`config.mk`:
```
export PLATFORM = sky130hd
export DESIGN_NAME = imm_gen_pipe
export DESIGN_NICKNAME = d
export VERILOG_FILES = /design/src/rtl/imm_pkg.sv /design/src/rtl/imm_gen_pipe_skid_buf.sv /design/src/rtl/imm_gen_pipe.sv
export SDC_FILE = /design/constraint.sdc
export NUM_CORES = 1
export LEC_CHECK = 0
export BUFFER_PORTS_ARGS = -buffer_cell sky130_fd_sc_hd__buf_2
export CORE_ASPECT_RATIO = 2
export CORE_MARGIN = 5
export CORE_UTILIZATION = 50
export DETAILED_ROUTE_END_ITERATION = 8
export PLACE_DENSITY = 0.72
export SETUP_SLACK_MARGIN = 0.02
export SLEW_MARGIN = 20
export SYNTH_ARGS = -nofsm -noshare
export SYNTH_HDL_FRONTEND = slang
export SYNTH_SLANG_ARGS = --single-unit
```
`constraint.sdc`:
```
create_clock -name clk -period 6.3 [get_ports clk]
set_clock_uncertainty 0.15 [all_clocks]
set_input_delay 0.945 -clock clk [delete_from_list [all_inputs] [get_ports clk]]
set_output_delay 0.945 -clock clk [all_outputs]
set_load 0.1 [all_outputs]
```
`src/rtl/imm_pkg.sv`:
```
// Shared opcodes, format codes and the pure immediate decoder for imm_gen_pipe.
package imm_pkg;

    localparam logic [6:0] OP_LUI      = 7'b0110111;
    localparam logic [6:0] OP_AUIPC    = 7'b0010111;
    localparam logic [6:0] OP_JAL      = 7'b1101111;
    localparam logic [6:0] OP_JALR     = 7'b1100111;
    localparam logic [6:0] OP_LOAD     = 7'b0000011;
    localparam logic [6:0] OP_OPIMM    = 7'b0010011;
    localparam logic [6:0] OP_FENCE    = 7'b0001111;
    localparam logic [6:0] OP_STORE    = 7'b0100011;
    localparam logic [6:0] OP_BRANCH   = 7'b1100011;
    localparam logic [6:0] OP_OP       = 7'b0110011;
    localparam logic [6:0] OP_SYSTEM   = 7'b1110011;
    localparam logic [6:0] OP_OPIMM32  = 7'b0011011;

    typedef enum logic [2:0] {
        FMT_NONE = 3'd0,
        FMT_I    = 3'd1,
        FMT_S    = 3'd2,
        FMT_B    = 3'd3,
        FMT_U    = 3'd4,
        FMT_J    = 3'd5,
        FMT_Z    = 3'd6
    } imm_fmt_e;

    typedef struct packed {
        logic [63:0] imm;
        imm_fmt_e    fmt;
        logic        illegal;
    } dec_t;

    // Always decodes at 64 bits; a 32-bit datapath keeps the low half,
    // which is identical because every immediate is sign-extended from bit 31.
    // Every legal opcode ends in 2'b11, so the default arm also covers a bad instr[1:0].
    function automatic dec_t decode_imm(input logic [31:0] instr, input logic is64);
        dec_t d;
        d.imm     = '0;
        d.fmt     = FMT_NONE;
        d.illegal = 1'b0;
        case (instr[6:0])
            OP_LUI, OP_AUIPC: begin
                d.fmt = FMT_U;
                d.imm = {{32{instr[31]}}, instr[31:12], 12'b0};
            end
            OP_JAL: begin
                d.fmt = FMT_J;
                d.imm = {{43{instr[31]}}, instr[31], instr[19:12], instr[20], instr[30:21], 1'b0};
            end
            OP_JALR, OP_LOAD, OP_OPIMM, OP_FENCE: begin
                d.fmt = FMT_I;
                d.imm = {{52{instr[31]}}, instr[31:20]};
            end
            OP_STORE: begin
                d.fmt = FMT_S;
                d.imm = {{52{instr[31]}}, instr[31:25], instr[11:7]};
            end
            OP_BRANCH: begin
                d.fmt = FMT_B;
                d.imm = {{51{instr[31]}}, instr[31], instr[7], instr[30:25], instr[11:8], 1'b0};
            end
            OP_OP: begin
                d.fmt = FMT_NONE;
            end
            OP_SYSTEM: begin
                if (instr[14]) begin
                    d.fmt = FMT_Z;
                    d.imm = {59'b0, instr[19:15]};
                end else begin
                    d.fmt = FMT_I;
                    d.imm = {{52{instr[31]}}, instr[31:20]};
                end
            end
            OP_OPIMM32: begin
                if (is64) begin
                    d.fmt = FMT_I;
                    d.imm = {{52{instr[31]}}, instr[31:20]};
                end else begin
                    d.illegal = 1'b1;
                end
            end
            default: begin
                d.illegal = 1'b1;
            end
        endcase
        return d;
    endfunction

endpackage

```
`src/rtl/imm_gen_pipe_skid_buf.sv`:
```
// Two-entry elastic buffer: main drives the outputs, skid absorbs one entry
// when downstream stalls. Order is preserved; ready comes straight from a flop.
module skid_buf #(
    parameter int W = 8
) (
    input  logic         clk,
    input  logic         rst,
    input  logic         flush,
    input  logic         i_valid,
    output logic         o_ready,
    input  logic [W-1:0] i_data,
    output logic         o_valid,
    input  logic         i_ready,
    output logic [W-1:0] o_data,
    output logic         o_accept
);

    // Handshake: a transfer happens on a rising edge where valid and ready are
    // both high; a valid source holds its data until that edge.
    logic         r_main_valid;
    logic         r_skid_valid;
    logic         r_ready;
    logic [W-1:0] r_main;
    logic [W-1:0] r_skid;

    logic         w_accept;
    logic         w_drain;
    logic         w_main_valid_nxt;
    logic         w_skid_valid_nxt;
    logic [W-1:0] w_main_nxt;
    logic [W-1:0] w_skid_nxt;

    assign w_accept = i_valid & r_ready & ~flush;
    assign w_drain  = r_main_valid & i_ready;

    always_comb begin
        w_main_valid_nxt = r_main_valid;
        w_skid_valid_nxt = r_skid_valid;
        w_main_nxt       = r_main;
        w_skid_nxt       = r_skid;
        if (flush) begin
            w_main_valid_nxt = 1'b0;
            w_skid_valid_nxt = 1'b0;
        end else if (r_main_valid && !w_drain) begin
            if (w_accept) begin
                w_skid_valid_nxt = 1'b1;
                w_skid_nxt       = i_data;
            end
        end else if (r_skid_valid) begin
            w_main_valid_nxt = 1'b1;
            w_main_nxt       = r_skid;
            w_skid_valid_nxt = 1'b0;
        end else begin
            w_main_valid_nxt = w_accept;
            if (w_accept) begin
                w_main_nxt = i_data;
            end
        end
    end

    always_ff @(posedge clk or posedge rst) begin
        if (rst) begin
            r_main_valid <= 1'b0;
            r_skid_valid <= 1'b0;
            r_ready      <= 1'b1;
            r_main       <= '0;
            r_skid       <= '0;
        end else begin
            r_main_valid <= w_main_valid_nxt;
            r_skid_valid <= w_skid_valid_nxt;
            r_ready      <= ~w_skid_valid_nxt;
            r_main       <= w_main_nxt;
            r_skid       <= w_skid_nxt;
        end
    end

    assign o_ready  = r_ready;
    assign o_valid  = r_main_valid;
    assign o_data   = r_main;
    assign o_accept = w_accept;

endmodule

```
`src/rtl/imm_gen_pipe.sv`:
```
// Registered immediate-generation stage: decodes on accept, buffers through a
// skid buffer and counts accepted illegal instructions (saturating).
module imm_gen_pipe
    import imm_pkg::*;
#(
    parameter int XLEN  = 32,
    parameter int CNT_W = 16
) (
    input  logic             clk,
    input  logic             rst,
    input  logic             flush,
    input  logic             in_valid,
    output logic             in_ready,
    input  logic [31:0]      in_instr,
    input  logic [XLEN-1:0]  in_pc,
    output logic             out_valid,
    input  logic             out_ready,
    output logic [XLEN-1:0]  out_imm,
    output logic [2:0]       out_fmt,
    output logic             out_illegal,
    output logic [XLEN-1:0]  out_pc,
    output logic [CNT_W-1:0] illegal_cnt
);

    if (!(XLEN == 32 || XLEN == 64)) begin : g_bad_xlen
        $error("imm_gen_pipe: XLEN must be 32 or 64");
    end

    typedef struct packed {
        logic [XLEN-1:0] imm;
        imm_fmt_e        fmt;
        logic            illegal;
        logic [XLEN-1:0] pc;
    } imm_entry_t;

    localparam int ENTRY_W = $bits(imm_entry_t);

    dec_t             w_dec;
    imm_entry_t       w_in_entry;
    imm_entry_t       w_out_entry;
    logic             w_accept;
    logic [CNT_W-1:0] r_illegal_cnt;

    always_comb begin
        w_dec              = decode_imm(in_instr, XLEN == 64);
        w_in_entry.imm     = XLEN'(w_dec.imm);
        w_in_entry.fmt     = w_dec.fmt;
        w_in_entry.illegal = w_dec.illegal;
        w_in_entry.pc      = in_pc;
    end

    skid_buf #(.W(ENTRY_W)) u_skid (
        .clk      (clk),
        .rst      (rst),
        .flush    (flush),
        .i_valid  (in_valid),
        .o_ready  (in_ready),
        .i_data   (w_in_entry),
        .o_valid  (out_valid),
        .i_ready  (out_ready),
        .o_data   (w_out_entry),
        .o_accept (w_accept)
    );

    // Counts at accept time, so a later flush does not undo the count.
    always_ff @(posedge clk or posedge rst) begin
        if (rst) begin
            r_illegal_cnt <= '0;
        end else if (w_accept && w_dec.illegal && !(&r_illegal_cnt)) begin
            r_illegal_cnt <= r_illegal_cnt + 1'b1;
        end
    end

    assign out_imm     = w_out_entry.imm;
    assign out_fmt     = w_out_entry.fmt;
    assign out_illegal = w_out_entry.illegal;
    assign out_pc      = w_out_entry.pc;
    assign illegal_cnt = r_illegal_cnt;

endmodule

```
Yosys cells after proc, flatten, opt, wreduce, memory -nomap -nowiden
Cells that the tools add are included.
Storage, ports and cells
  output and inout bits: 86
  bits in registers: 155
  input port bits: 69
  word-level logic and storage cells: 49
Cells by class
  muxes and demuxes: 12
  bitwise logic cells: 6
  add/subtract/negate cells: 1
  equality and inequality tests: 12
  reductions and logical operators: 12
Operators by type and width (number)
  $pmux W32 S6: 1
  $mux W68: 2
  $mux W35: 1
  $eq A7 B7 Y1 const B: 4
  $eq A7 B6 Y1 const B: 3
  $pmux W3 S6: 1
  $add A16 B1 Y16 const B: 1
  $reduce_and A16 Y1: 1
  $eq A7 B5 Y1 const B: 2
  $reduce_or A11 Y1: 1
  $eq A7 B2 Y1 const B: 1
  $eq A7 B4 Y1 const B: 1
  $mux W1: 7
  $reduce_and A3 Y1: 2
  $reduce_or A4 Y1: 1
  $and A1 B1 Y1: 3
  $logic_and A1 B1 Y1: 3
  $not A1 Y1: 3
  $logic_not A1 Y1: 2
  $ne A2 B2 Y1 const B: 1
  $reduce_bool A2 Y1: 1
  $reduce_or A2 Y1: 1

Logic depth before layout (Yosys ltp)
  depth after elaboration: 6
  mapped depth: 8
  gate-level depth less buffers: 6

Modules after synthesis
A second synthesis with hierarchy kept.
Second synthesis, totals
  cell total of the unflattened synthesis: 544
  area total of the unflattened synthesis: 7429.6 um^2
Modules (own cells, without submodules)
  skid_buf: cells an instance 377, sequential area each 3479.6 um^2, area an instance 6002.0 um^2, times used 1
  imm_gen_pipe: cells an instance 167, sequential area each 400.4 um^2, area an instance 1427.6 um^2, times used 1

Worst setup path after synthesis
No wires, ideal clock.
  path type: register to register
  start: reg r_illegal_cnt[0] (netlist: illegal_cnt[0])
  end: reg r_illegal_cnt[9] (netlist: illegal_cnt[9])
  stages on the path, launching flop included: 8
  period minus slack after synthesis: 2.736 ns
  slack: 3.564 ns
  path buffers: 1
  arrival time: 2.423 ns
  required time: 5.987 ns
  setup time: 0.163 ns
  path through: dfrtp_1 -> ha_1 -> and4_1 -> and4_4 -> or4_4 -> buf_6 -> nor3b_2 -> xor2_1
Between the ends
  cells in the longest elaborated chain, start to end: 3
  elaborated cells on any way between the ends: 4
  classes of those cells: 1 x add/sub; 3 x reduce/logical
Ends and longest elaborated chain
  start: declaration: line imm_gen_pipe.sv:42  | logic [CNT_W-1:0] r_illegal_cnt;
  start signal: assignment: line imm_gen_pipe.sv:70  | r_illegal_cnt <= r_illegal_cnt + 1'b1;
  parallel branches: the longest is 3 deep, another holds $add A16 B1 Y16
Several ways; the timed one is not identified.
A chain may end at the register's enable or synchronous reset.

Worst setup path in the final report
  start: in in_instr[4]
  end: reg u_skid.r_main[57] (netlist: u_skid.o_data[57])
Between the ends
  cells in the longest elaborated chain, start to end: 5
  elaborated cells on any way between the ends: 15
  classes of those cells: 10 x eq/ne; 3 x mux; 2 x reduce/logical
Ends and longest elaborated chain
  start: declaration: line imm_gen_pipe.sv:14  | input logic [31:0] in_instr,
  $eq A7 B7 Y1 (tied with other cells): line imm_pkg.sv:41  | case (instr[6:0])
  $reduce_or A4 Y1 / $reduce_or A2 Y1 (equally long branches)
  $pmux W32 S6 *: line imm_pkg.sv:41
  $mux W68 *: line imm_gen_pipe_skid_buf.sv:55  | if (w_accept) begin
  $mux W68 *: line imm_gen_pipe_skid_buf.sv:49  | end else if (r_skid_valid) begin
  end signal: assignment: line imm_gen_pipe_skid_buf.sv:72  | r_main <= w_main_nxt;
  end: declaration: line imm_gen_pipe_skid_buf.sv:23  | logic [W-1:0] r_main;
Mark *: on every way between the ends. The rest lies on a longest branch, timed or not. The select of a mux whose other input is x is not followed.

==> results.cfg <==
[outcome]
status = finished, final reports clean

[finish]
layout-drive-gt1-share_pct = 23.7
nets = 965
syn2layout_area_growth_pct = 20.7
final_common_cell = nand2_1
fin_area_um2 = 8520
mostFrequentLayoutCells = nand2_1 (201), buf_2 (154), dfrtp_1 (153)
num_antenna_cells = 0

[clocking]
cts_buffers = 17
hold_buffers = 0
h-tree-depth = 4
cts_setup_buffers = 0
cts_num_sinks = 155
tritoncts = done
ctsResizeCount = 0
max-clock-path-buffers = 2
clkTransAtPathRegs_ns = 0.06
clk_latency_ns = 0.42
clockRootBuffer = clkbuf_16

[critical_path]
crit_fanout = 23
ff2ff_path_depth = 6
critPathMostFrequentCell = a21oi_1
required_ns = 6.39
worst_setup_path_end_kind = register
cp-start-kind = input pin
cpPeakStageDelay_ns = 0.84
crit_slowest_cell = a21oi_1
r2r_end = u_skid.o_data[57]
path_cells = buf_2, and3b_1, o211ai_1, o221ai_2, a21oi_1, a21oi_1
reg2reg_slack_ns = 3.83
crit_arrival_ns = 3.06
crit_type = input pin to register
reg2reg_from = u_skid.o_ready
cp-startpoint = in_instr[4]

[yosys]
synth-edff-count = 0
synth.avg_cell_area_um2 = 9.22
synth_area_um2 = 7060
synthArstFlopShare_pct = 100
synth.distinct_cells = 57
ys.flop_type = dfrtp_1
ys_ff_latch = 155
seq_area_frac_synth_pct = 54.9
ys_warn_count = 0
synthesis.instances = 766
syn_nets = 836

[floorplanning]
core_um2 = 13900
die_area_um2 = 16700
boundaryPins = 155
rows = 61
fp.dieW_um = 94.0
start_util_pct = 50.8
die_h_um = 178

[global_route]
antenna_found_initial = 0
grt_pass1_wl_mm = 31.5
grt_util_met1_pct = 26.8
grt-busiest-layer = met2
grtUsageMet3_pct = 6.37
grtUsageTotal_pct = 24.1
grt-ovfl-total = 0
grt_max_degree = 110
grt_pass1_vias = 6190
gr-usage-met2_pct = 42.7

[drt]
drt-pass1-iter-count = 5
finalWirelength_mm = 19.1
via_per_inst = 5.51
via_count = 6040
drt_iter0_drc = 516
drc = 0
postRouteAntennaNets = 0
routedWlPerCell_um = 17.4

[placed_design]
dp_hpwl_mm = 13.0
port_buffers = 154
place_congestion = 0.972
place_area_um2 = 7940

[hold_path]
hold_class = register to register
timing.hold.worst_path_depth = 2
hold_path_startpoint = u_skid.r_skid[33]
min_to = u_skid.r_skid[33]

[sta]
clock.fmax_mhz = 337
hold_viol_final = 0
rsz0062_at_grt = no
period_needed_ns = 2.97
tightest_slew_ns = 1.05
post-route-period-util_pct = 47.1
relSlewSlack_pct = 29.3
setup_viol = 0
setup_tns_ns = 0
drv_slew = 0

[power]
power_leakage_uw = 0.00403
ir_worst_vdd_uv = 249
powerDensity_nw_per_um2 = 395

[flow_run]
maxCapViolCount = 0
[cells in the mapped netlist (2+ instances only)]
cell / number / share of area, %
and4_1: 2 / 0.25
nor2_1: 41 / 2.2
nor3_1: 11 / 0.78
a21oi_1: 52 / 3.7
nand2_1: 202 / 11
clkbuf_1: 36 / 1.9
a31oi_1: 21 / 1.9
o21bai_1: 2 / 0.21
or3_1: 23 / 2.0
mux2i_1: 32 / 4.5
o211ai_1: 2 / 0.21
a221oi_1: 2 / 0.25
nor3b_1: 3 / 0.32
dfrtp_1: 154 / 55
o22ai_1: 2 / 0.18
o21ai_0: 78 / 5.5
and2_1: 4 / 0.35
inv_1: 5 / 0.27
buf_1: 2 / 0.11
buf_2: 12 / 0.85
xor2_1: 13 / 1.6
nor4_1: 3 / 0.27
nor2b_1: 5 / 0.44
nand2b_1: 3 / 0.27
nand3_1: 17 / 1.2
and4_4: 2 / 0.32
nor3_2: 3 / 0.43
a311oi_1: 5 / 0.62
[power breakdown]
| group | total [uW] | internal, uW | switching [uW] |
|---|---|---|---|
| logic | 1080 | 182 | 894 |
| clock network | 1010 | 570 | 440 |
| registers | 1280 | 1170 | 107 |
[critical path, delay by kind of cell]
family | cells | cell delay [ns]
AO/OA/AOI/OAI | 4 | 1.56
AND/OR/NAND/NOR | 1 | 0.24
buffers and inverters | 1 | 0.31
[registers in the layout, summed over array words and instances, names as in the netlist]
name / count
u_skid.r_skid: 68
u_skid.r_skid_valid: 1
u_skid.o_valid: 1
u_skid.o_data: 68
illegal_cnt: 16
u_skid.o_ready: 1
[kinds of logic after synthesis]
kind of cell | Yosys count | synth area share, %
adder cells (fa/ha/maj) | 1 | 0.177
XOR/XNOR | 14 | 1.74
flip-flops | 155 | 54.9
AO/OA/AOI/OAI | 175 | 14.0
buffers and inverters | 56 | 3.30
multiplexers | 33 | 4.70
AND/OR/NAND/NOR | 332 | 21.2
[final cells by class]
cell class	instances	area [um2]
sequential	155	3880
multi-input combinational	555	2970
clock buffer	18	439
inverter	5	23.8
tap	189	236
clock inverter	14	148
timing repair buffer	161	823
fill	1275	5370
[metal layers]
metal	up-vias	part of all wire [%]
met5	-	0
met4	0	3.7
met3	46	6.2
met2	205	54
met1	2905	36
li1	2884	-
[how the worst max path moves through the flow]
stage / to / slack [ns] / depth (start not counted)
2_1_floorplan: illegal_cnt[0] / 1.03 / 1
3_3_place_gp: u_skid.o_data[56] / 3.02 / 6
3_5_place_dp: u_skid.o_data[62] / 2.96 / 6
4_1_cts: u_skid.o_data[57] / 3.37 / 6
5_1_grt: u_skid.o_data[57] / 3.13 / 6
6_report: u_skid.o_data[57] / 3.33 / 6
[metrics by stage]
stage               worst slack [ns]  util [%]  power (uW)  std cells  hold slack [ns]
global route                    3.13      61.4        3520       1097            0.346
CTS                             3.37      61.4        3390       1097            0.323
finish                          3.33      61.4        3360       1097            0.320
detailed placement              2.96      57.1        2380       1065            0.306
floorplan                       1.03         -        2160        766            0.289
global placement                3.02      57.1        2360       1065            0.301
(Power assumes the default switching activity.)
